`src/rtl/nrd_div_ctrl_pkg.sv`:
```
// Shared definitions for the non-restoring divider controller.
//   - NRD_W / NRD_ITERS : operand width and iteration count (fixed at 8)
//   - nrd_state_e       : FSM encodings ST_IDLE, ST_ITER, ST_FIX, ST_DONE
//   - OP_ADD / OP_SUB   : parallel_adder_subtractor operation_type values
//   - nrd_mag()         : two's complement magnitude (used when NRD_SIGNED_EN)
package nrd_div_ctrl_pkg;
  localparam int NRD_W     = 8;
  localparam int NRD_ITERS = 8;

  typedef enum logic [1:0] {
    ST_IDLE = 2'd0,
    ST_ITER = 2'd1,
    ST_FIX  = 2'd2,
    ST_DONE = 2'd3
  } nrd_state_e;

  localparam logic OP_ADD = 1'b1;
  localparam logic OP_SUB = 1'b0;

  // -128 maps to 8'h80, which is still correct as an unsigned magnitude.
  function automatic logic [NRD_W-1:0] nrd_mag(input logic [NRD_W-1:0] v);
    return v[NRD_W-1] ? NRD_W'(-v) : v;
  endfunction
endpackage

```
`src/rtl/nrd_div_ctrl_parallel_adder_subtractor.sv`:
```
// parallel_adder_subtractor: 9-bit two's complement add/subtract datapath.
// Ports:
//   sign_in, x      : 9-bit operand {sign_in, x}
//   y               : 8-bit unsigned operand, zero-extended
//   operation_type  : OP_ADD (1) adds y, OP_SUB (0) subtracts y
//   sign_out,result : 9-bit result modulo 2^9
module parallel_adder_subtractor
  import nrd_div_ctrl_pkg::*;
(
  input  logic             sign_in,
  input  logic [NRD_W-1:0] x,
  input  logic [NRD_W-1:0] y,
  input  logic             operation_type,
  output logic             sign_out,
  output logic [NRD_W-1:0] result
);
  logic [NRD_W:0] sum;

  assign sum = (operation_type == OP_ADD) ? ({sign_in, x} + {1'b0, y})
                                          : ({sign_in, x} - {1'b0, y});
  assign {sign_out, result} = sum;
endmodule

```
`src/rtl/nrd_div_ctrl.sv`:
```
// nrd_div_ctrl: sequencing controller for an 8-bit non-restoring divider.
// Owns A (9-bit partial remainder), Q (quotient) and M (divisor); time-shares
// one parallel_adder_subtractor between the ITER and FIX states.
// Ports:
//   clk, rst                 : clock, synchronous active-high reset
//   in_valid/in_ready        : request handshake with dividend, divisor
//   out_valid/out_ready      : response handshake with quotient, remainder,
//                              div_by_zero, ovf
// Optional macro NRD_SIGNED_EN: two's complement operands, ovf on -128/-1.
// Without it the divider is unsigned and ovf is tied 0.
module nrd_div_ctrl
  import nrd_div_ctrl_pkg::*;
(
  input  logic             clk,
  input  logic             rst,
  input  logic             in_valid,
  output logic             in_ready,
  input  logic [NRD_W-1:0] dividend,
  input  logic [NRD_W-1:0] divisor,
  output logic             out_valid,
  input  logic             out_ready,
  output logic [NRD_W-1:0] quotient,
  output logic [NRD_W-1:0] remainder,
  output logic             div_by_zero,
  output logic             ovf
);
  localparam logic [2:0] LAST_ITER = 3'(NRD_ITERS - 1);

  nrd_state_e       state;
  logic [NRD_W:0]   a_q;
  logic [NRD_W-1:0] q_q;
  logic [NRD_W-1:0] m_q;
  logic [2:0]       count;

  logic             add_sign_in, add_op, add_sign_out;
  logic [NRD_W-1:0] add_x, add_result;
  logic [NRD_W:0]   a_fix;

  // FIX adds M back to a negative A; ITER works on the shifted {A,Q}, whose
  // new sign is A[7] and whose low bit comes from Q[7].
  always_comb begin
    add_sign_in = a_q[NRD_W-1];
    add_x       = {a_q[NRD_W-2:0], q_q[NRD_W-1]};
    add_op      = a_q[NRD_W] ? OP_ADD : OP_SUB;
    if (state == ST_FIX) begin
      add_sign_in = a_q[NRD_W];
      add_x       = a_q[NRD_W-1:0];
      add_op      = OP_ADD;
    end
  end

  parallel_adder_subtractor u_addsub (
    .sign_in        (add_sign_in),
    .x              (add_x),
    .y              (m_q),
    .operation_type (add_op),
    .sign_out       (add_sign_out),
    .result         (add_result)
  );

  assign a_fix = a_q[NRD_W] ? {add_sign_out, add_result} : a_q;

`ifdef NRD_SIGNED_EN
  logic sign_a, sign_b, ovf_q;
  assign ovf = ovf_q;
`else
  assign ovf = 1'b0;
`endif

  always_ff @(posedge clk) begin
    if (rst) begin
      state       <= ST_IDLE;
      a_q         <= '0;
      q_q         <= '0;
      m_q         <= '0;
      count       <= '0;
      in_ready    <= 1'b1;
      out_valid   <= 1'b0;
      quotient    <= '0;
      remainder   <= '0;
      div_by_zero <= 1'b0;
`ifdef NRD_SIGNED_EN
      sign_a      <= 1'b0;
      sign_b      <= 1'b0;
      ovf_q       <= 1'b0;
`endif
    end else begin
      case (state)
        ST_IDLE: if (in_valid) begin
          a_q      <= '0;
          count    <= '0;
          in_ready <= 1'b0;
`ifdef NRD_SIGNED_EN
          q_q      <= nrd_mag(dividend);
          m_q      <= nrd_mag(divisor);
          sign_a   <= dividend[NRD_W-1];
          sign_b   <= divisor[NRD_W-1];
          ovf_q    <= 1'b0;
`else
          q_q      <= dividend;
          m_q      <= divisor;
`endif
          if (divisor == '0) begin
            state       <= ST_DONE;
            out_valid   <= 1'b1;
            quotient    <= '1;
            remainder   <= dividend;
            div_by_zero <= 1'b1;
          end else begin
            state <= ST_ITER;
          end
        end
        ST_ITER: begin
          a_q   <= {add_sign_out, add_result};
          q_q   <= {q_q[NRD_W-2:0], ~add_sign_out};
          count <= count + 3'd1;
          if (count == LAST_ITER) state <= ST_FIX;
        end
        ST_FIX: begin
          a_q         <= a_fix;
`ifdef NRD_SIGNED_EN
          quotient    <= (sign_a ^ sign_b) ? NRD_W'(-q_q) : q_q;
          remainder   <= sign_a ? NRD_W'(-a_fix[NRD_W-1:0]) : a_fix[NRD_W-1:0];
          // A magnitude-128 quotient with like signs only arises from -128/-1.
          ovf_q       <= ~(sign_a ^ sign_b) && (q_q == 8'h80);
`else
          quotient    <= q_q;
          remainder   <= a_fix[NRD_W-1:0];
`endif
          div_by_zero <= 1'b0;
          out_valid   <= 1'b1;
          state       <= ST_DONE;
        end
        ST_DONE: if (out_ready) begin
          out_valid <= 1'b0;
          in_ready  <= 1'b1;
          state     <= ST_IDLE;
        end
        default: state <= ST_IDLE;
      endcase
    end
  end
endmodule

```
`config.mk`:
```
export PLATFORM = sky130hd
export DESIGN_NAME = nrd_div_ctrl
export DESIGN_NICKNAME = d
export VERILOG_FILES = /design/src/rtl/nrd_div_ctrl_pkg.sv /design/src/rtl/nrd_div_ctrl_parallel_adder_subtractor.sv /design/src/rtl/nrd_div_ctrl.sv
export SDC_FILE = /design/constraint.sdc
export NUM_CORES = 1
export LEC_CHECK = 0
export CAP_MARGIN = 25
export CORE_MARGIN = 2
export CORE_UTILIZATION = 39
export CTS_BUF_LIST = sky130_fd_sc_hd__clkbuf_4 sky130_fd_sc_hd__clkbuf_8
export DETAILED_ROUTE_END_ITERATION = 10
export HOLD_SLACK_MARGIN = 0.1
export PLACE_DENSITY_LB_ADDON = 0.12
export SLEW_MARGIN = 20
export SYNTH_ARGS = -nofsm -noshare
export SYNTH_HDL_FRONTEND = slang
export SYNTH_SLANG_ARGS = --single-unit
```
`constraint.sdc`:
```
create_clock -name clk -period 4.3 [get_ports clk]
set_input_delay 1.29 -clock clk [delete_from_list [all_inputs] [get_ports clk]]
set_output_delay 1.29 -clock clk [all_outputs]
set_load 0.05 [all_outputs]
```
Word-level counts from Yosys, hierarchy flattened
Cells that the tools add are included.

storage, ports and cells
  word-level logic and storage cells = 67
  input bits = 20
  output and inout bits = 20
  flip-flop bits (word level) = 49

operators by class
  eq/ne operators = 8
  mux-type cells = 31
  add/sub/neg operators = 3
  reduce and logical (&&, ||, !) cells = 14
  bitwise gates (word level) = 1

operators with widths
  kind                   count
  $mux W8                6
  $pmux W8 S2            3
  $mux W9                3
  $pmux W9 S3            1
  $add A9 B8 Y9          1
  $reduce_and A3 Y1      3
  $sub A9 B8 Y9          1
  $logic_not A8 Y1       1
  $mux W1                8
  $mux W2                4
  $ne A2 B2 Y1 const B   4
  $pmux W2 S4            1
  $pmux W3 S2            1
  $reduce_and A2 Y1      3
  $reduce_bool A2 Y1     3
  $reduce_bool A3 Y1     2
  $eq A2 B2 Y1 const B   2
  $pmux W1 S2            2
  $reduce_and A4 Y1      1
  $add A3 B1 Y3 const B  1
  $eq A3 B3 Y1 const B   1
  $mux W3                1
  $pmux W1 S3            1
  $eq A2 B1 Y1 const B   1
  2 further kinds        2

Depth between registers and ports, before layout
  depth in word-level cells = 6
  mapped depth = 14
  mapped depth without buffers = 12

By module
Synthesis repeated with hierarchy kept, for this count alone.

unflattened totals
  cells, all modules = 349
  area, all modules = 3000.4 um^2

modules (own cells, without submodules)
  module                     cells each  area each (um^2)  seq. area each (um^2)  times used
  nrd_div_ctrl               278         2492.4            980.9                  1
  parallel_adder_subtractor  71          508.0             0.0                    1

Worst setup path after synthesis
No wires, ideal clock.

  path kind = reg-to-reg
  from = register state[0]
  to = register q_q[0]
  stages on the path, launching flop included = 12
  clock period less this slack = 3.048 ns
  required time = 4.221 ns
  path slack = 1.252 ns
  buffers on the path = 2
  data arrival time = 2.969 ns
  library setup time = 0.079 ns
  path through = dfxtp_1 -> inv_1 -> ha_1 -> clkbuf_1 -> clkbuf_1 -> mux2_2 -> ha_1 -> nor2b_1 -> o211ai_1 -> a32oi_1 -> or4_1 -> o211ai_1

between the ends
  word-level cells in the longest chain between the ends = 6
  elaborated cells between the ends (all ways) = 14
  those cells by class = add/sub: 2; eq/ne: 3; mux: 5; bitwise: 1; reduce/logical: 3

ends and longest elaborated chain
  element                                                line                                                                                        RTL
  from (decl)                                            nrd_div_ctrl.sv:29                                                                          nrd_state_e state;
  from (signal assigned)                                 nrd_div_ctrl.sv:72                                                                          state <= ST_IDLE;
  from (signal assigned)                                 nrd_div_ctrl.sv:104                                                                         state <= ST_DONE;
  from (signal assigned)                                 nrd_div_ctrl.sv:110                                                                         state <= ST_ITER;
  $eq A2 B2 Y1                                           nrd_div_ctrl.sv:45                                                                          if (state == ST_FIX) begin
  $mux W8 / $mux W1 (equally long branches)              nrd_div_ctrl.sv:45
  $sub A9 B8 Y9 / $add A9 B8 Y9 (equally long branches)  nrd_div_ctrl_parallel_adder_subtractor.sv:20, nrd_div_ctrl_parallel_adder_subtractor.sv:19
  $mux W9                                                nrd_div_ctrl_parallel_adder_subtractor.sv:19                                                assign sum = (operation_type == OP_ADD) ? ({sign_in, x} + {1'b0, y})
  $not A1 Y1                                             nrd_div_ctrl.sv:115                                                                         q_q <= {q_q[NRD_W-2:0], ~add_sign_out};
  $pmux W8 S2                                            nrd_div_ctrl.sv:88                                                                          case (state)
  to (signal assigned)                                   nrd_div_ctrl.sv:100                                                                         q_q <= dividend;
  to (signal assigned)                                   nrd_div_ctrl.sv:115
  to (decl)                                              nrd_div_ctrl.sv:31                                                                          logic [NRD_W-1:0] q_q;

Parallel ways exist; a longest one is shown, timed or not.
A chain may end at the register's enable or synchronous reset.

Final worst setup path
  from = register state[0]
  to = register remainder[7]

between the ends
  word-level cells in the longest chain between the ends = 6
  elaborated cells between the ends (all ways) = 13
  those cells by class = add/sub: 2; eq/ne: 3; mux: 5; reduce/logical: 3

ends and longest elaborated chain
  element                                                line                                                                                        RTL
  $eq A2 B2 Y1                                           nrd_div_ctrl.sv:45, nrd_div_ctrl.sv:88
  $mux W8                                                nrd_div_ctrl.sv:45
  $sub A9 B8 Y9 / $add A9 B8 Y9 (equally long branches)  nrd_div_ctrl_parallel_adder_subtractor.sv:20, nrd_div_ctrl_parallel_adder_subtractor.sv:19
  $mux W9                                                nrd_div_ctrl_parallel_adder_subtractor.sv:19
  $mux W9                                                nrd_div_ctrl.sv:61                                                                          assign a_fix = a_q[NRD_W] ? {add_sign_out, add_result} : a_q;
  $pmux W8 S2                                            nrd_div_ctrl.sv:88
  to (signal assigned)                                   nrd_div_ctrl.sv:107                                                                         remainder <= dividend;
  to (signal assigned)                                   nrd_div_ctrl.sv:128                                                                         remainder <= a_fix[NRD_W-1:0];
  to (decl)                                              nrd_div_ctrl.sv:23                                                                          output logic [NRD_W-1:0] remainder,

Parallel ways exist; a longest one is shown, timed or not.

==> results by group <==
Die
  – IO Pins: 40
  – Initial core utilization: slightly above 40%
  – Die ar.: 8270 sq um
  – Die Height: ~91 um
  – Row count: 31
  – Core Box Area: about 7300 sq um
  – Die width: ~90 um

STA
  – Worst Max-Slew Pin Slew: 0.760 ns
  – Tcrit/Tclk final: roughly 74%
  – Fin. max-slew vios: 0
  – Unrepaired setup endpoints after global routing: false
  – Minimum clock period: 3.19 ns
  – Fmax: 313 MHz
  – Clk_skew: approximately 0.004 ns
  – Final Hold Viols: 0
  – Setup tns final: 0 ns
  – Setup Viol. Count Final: 0
  – Rel. slew slack: 49.0%

CTS
  – Clock sink total: 49
  – Worst-path clk slew: 0.10 ns
  – CTS Root Cell: clkbuf_8
  – TritonCTS buffer count: 5
  – Htree depth: 2
  – CTS tree: done
  – Clk Latency, worst-skew pair: 0.31 ns
  – Post-CTS Hold Buffers: 0
  – Postcts setup bufs: 0
  – CTS resizes: 0
  – Clock buffer depth: 2

GRT
  – First-pass GRT wire length: 13300 um
  – Total GRT Usage: 20.0%
  – Initial antenna violation count: 0
  – Number of global-route vias before repair: 2564
  – Largest net degree at the start of global routing: 58
  – GRT Residual Overflow: 0

Final layout
  – Share of cells above drive strength 1: 7.02%
  – Diode count: 0
  – Most frequent cells in the layout: dfxtp_1, nand2_1, a21oi_1
  – Area Growth Syn to Fin: 18.3%
  – Most common cell after layout, fill and taps aside: dfxtp_1
  – Post-route cell area: 3480 sq um
  – Layout Nets: 434
  – Final Core Density: around 48%

Synthesis
  – Post-synthesis net count: 408
  – Syn avg cell area: 7.92 sq um
  – FF+latch count, synth: 49
  – Sequential-to-total area share from yosys stat: 33.3%
  – Netlist cell types: 54
  – Share of the synthesized area in the top cell type: 33.3%
  – Synth warnings: 0
  – Synth Instances: 372
  – Synth Flop Type: dfxtp_1
  – Mapped cell area: 2950 sq um
  – Number of synthesized flops with an enable pin: 0
  – Dominant cells by area after synthesis: dfxtp_1, a21oi_1, ha_1, nand2_1, nor2_1
  – Yosys top cell by area: dfxtp_1
  – Synth async-reset ratio: 0%

Placement
  – DP Area: 3370 sq um
  – Port bufs: 38
  – GPL Wtd Cong: between 0.8 and 0.9
  – Post-DP HPWL: 5960 um

Routing
  – Wire per inst: 16.4 um
  – Drt pass-1 iters: 4
  – Post-Route WL: 8190 um
  – Vias/cell: 5.48
  – DR iter-0 viols: 174
  – Vias: 2731
  – Residual DRC count: 0
  – Routed Antenna Nets: 0

Outcome
  – Status: finished, final reports clean

Critical path
  – CP Data Arrival Time: 3.35 ns
  – Critical Path Sink Type: register
  – R2r startpoint: state[0]
  – R2r endpoint: remainder[7]
  – CP Class: reg2reg
  – Data required time of the worst path: 4.46 ns
  – Flop2flop setup slack: between 1 and 1.5 ns
  – Critical path fanouts, max: 8
  – R2R cell count: 11
  – Worst setup SP type: register

Pwr
  – Peak supply drop: around 0.27 mV
  – Static leakage power: approximately 0.0013 uW
  – Power Dens Cells: 659 nW/um^2

Hold path
  – Hold endpoint: quotient[1]
  – Worst Hold Class: reg2reg
  – Hold wc startpoint: quotient[1]
  – Hold depth: 2

Job
  – Max-cap viol count: 0
-- through the flow --
step	power (uW)	hold WS, ns	cells	setup WS (ns)
after global placement	2000	0.442	489	0.991
after global routing	2470	0.481	498	0.864
final	2300	0.462	498	1.11
after CTS	2300	0.466	497	1.14
after floorplan	1650	0.436	372	1.25
after detailed placement	2010	0.450	489	0.940
-- registers in the layout, indices dropped and copies added, names as in the netlist --
name / count
a_q: 9
m_q: 8
q_q: 8
quotient: 8
remainder: 8
count: 3
state: 2
div_by_zero: 1
in_ready: 1
out_valid: 1
-- cells in the mapped netlist, drive strengths merged (7+ instances only) --
cell    instances
nor2           36
a21oi          40
nand2          46
clkbuf         17
ha             15
buf             7
dfxtp          49
inv            19
nand3           8
o21ai          27
nor3            7
a211oi          9
mux2i          10
-- layer usage --
metal / GRT usage [%] / routed length (um) / vias up
li1: - / - / 1378
met1: 29.7 / 4060 / 1275
met2: 30.4 / 3610 / 71
met3: 3.26 / 432 / 7
met4: 4.29 / 81 / 0
met5: 0 / 0 / -
-- worst max-delay path, stage by stage, from the launching register on --
cell      delay [ns]
dfxtp_1         0.39
inv_1           0.08
ha_1            0.20
or2_2           0.35
a21oi_1         0.16
xor2_1          0.21
ha_1            0.32
a21oi_1         0.38
nand2_1         0.20
o21a_1          0.24
o311ai_1        0.37
a311oi_1        0.15
-- area by class of cell --
type                            instances  area (sq um)
Clock buffer                            5          68.8
Clock inverter                          3          21.3
Fill cell                             780          3810
Inverter                               19          71.3
Multi-Input combinational cell        280          1790
Sequential cell                        49           981
Tap cell                               99           124
Timing Repair Buffer                   43           425
-- cells by family after synthesis --
| family | share of synthesized area, % |
|---|---|
| other | 0.127 |
| multiplexers | 5.31 |
| adder cells (fa/ha/maj) | 7.05 |
| AO/OA/AOI/OAI | 25.0 |
| AND/OR/NAND/NOR | 21.0 |
| XOR/XNOR | 2.38 |
| buffers and inverters | 5.86 |
| flip-flops | 33.3 |
-- power breakdown --
group	total (uW)	leakage [uW]	switching [uW]	internal, uW
logic	1350	0.000860	876	478
clock network	288	0.0000445	172	116
registers	656	0.000399	92.1	563
-- how the worst max path moves through the flow --
| stage | startpoint | end | slack, ns | cells past startpoint |
|---|---|---|---|---|
| 3_5_place_dp | divisor[4] | quotient[6] | 0.94 | 7 |
| 6_report | state[0] | remainder[7] | 1.11 | 11 |
| 4_1_cts | state[0] | remainder[7] | 1.14 | 11 |
| 5_1_grt | state[0] | remainder[7] | 0.86 | 11 |
| 2_1_floorplan | state[0] | q_q[0] | 1.25 | 11 |
| 3_3_place_gp | divisor[4] | quotient[0] | 0.99 | 7 |
Note: power is estimated with default switching activity, not from simulation.
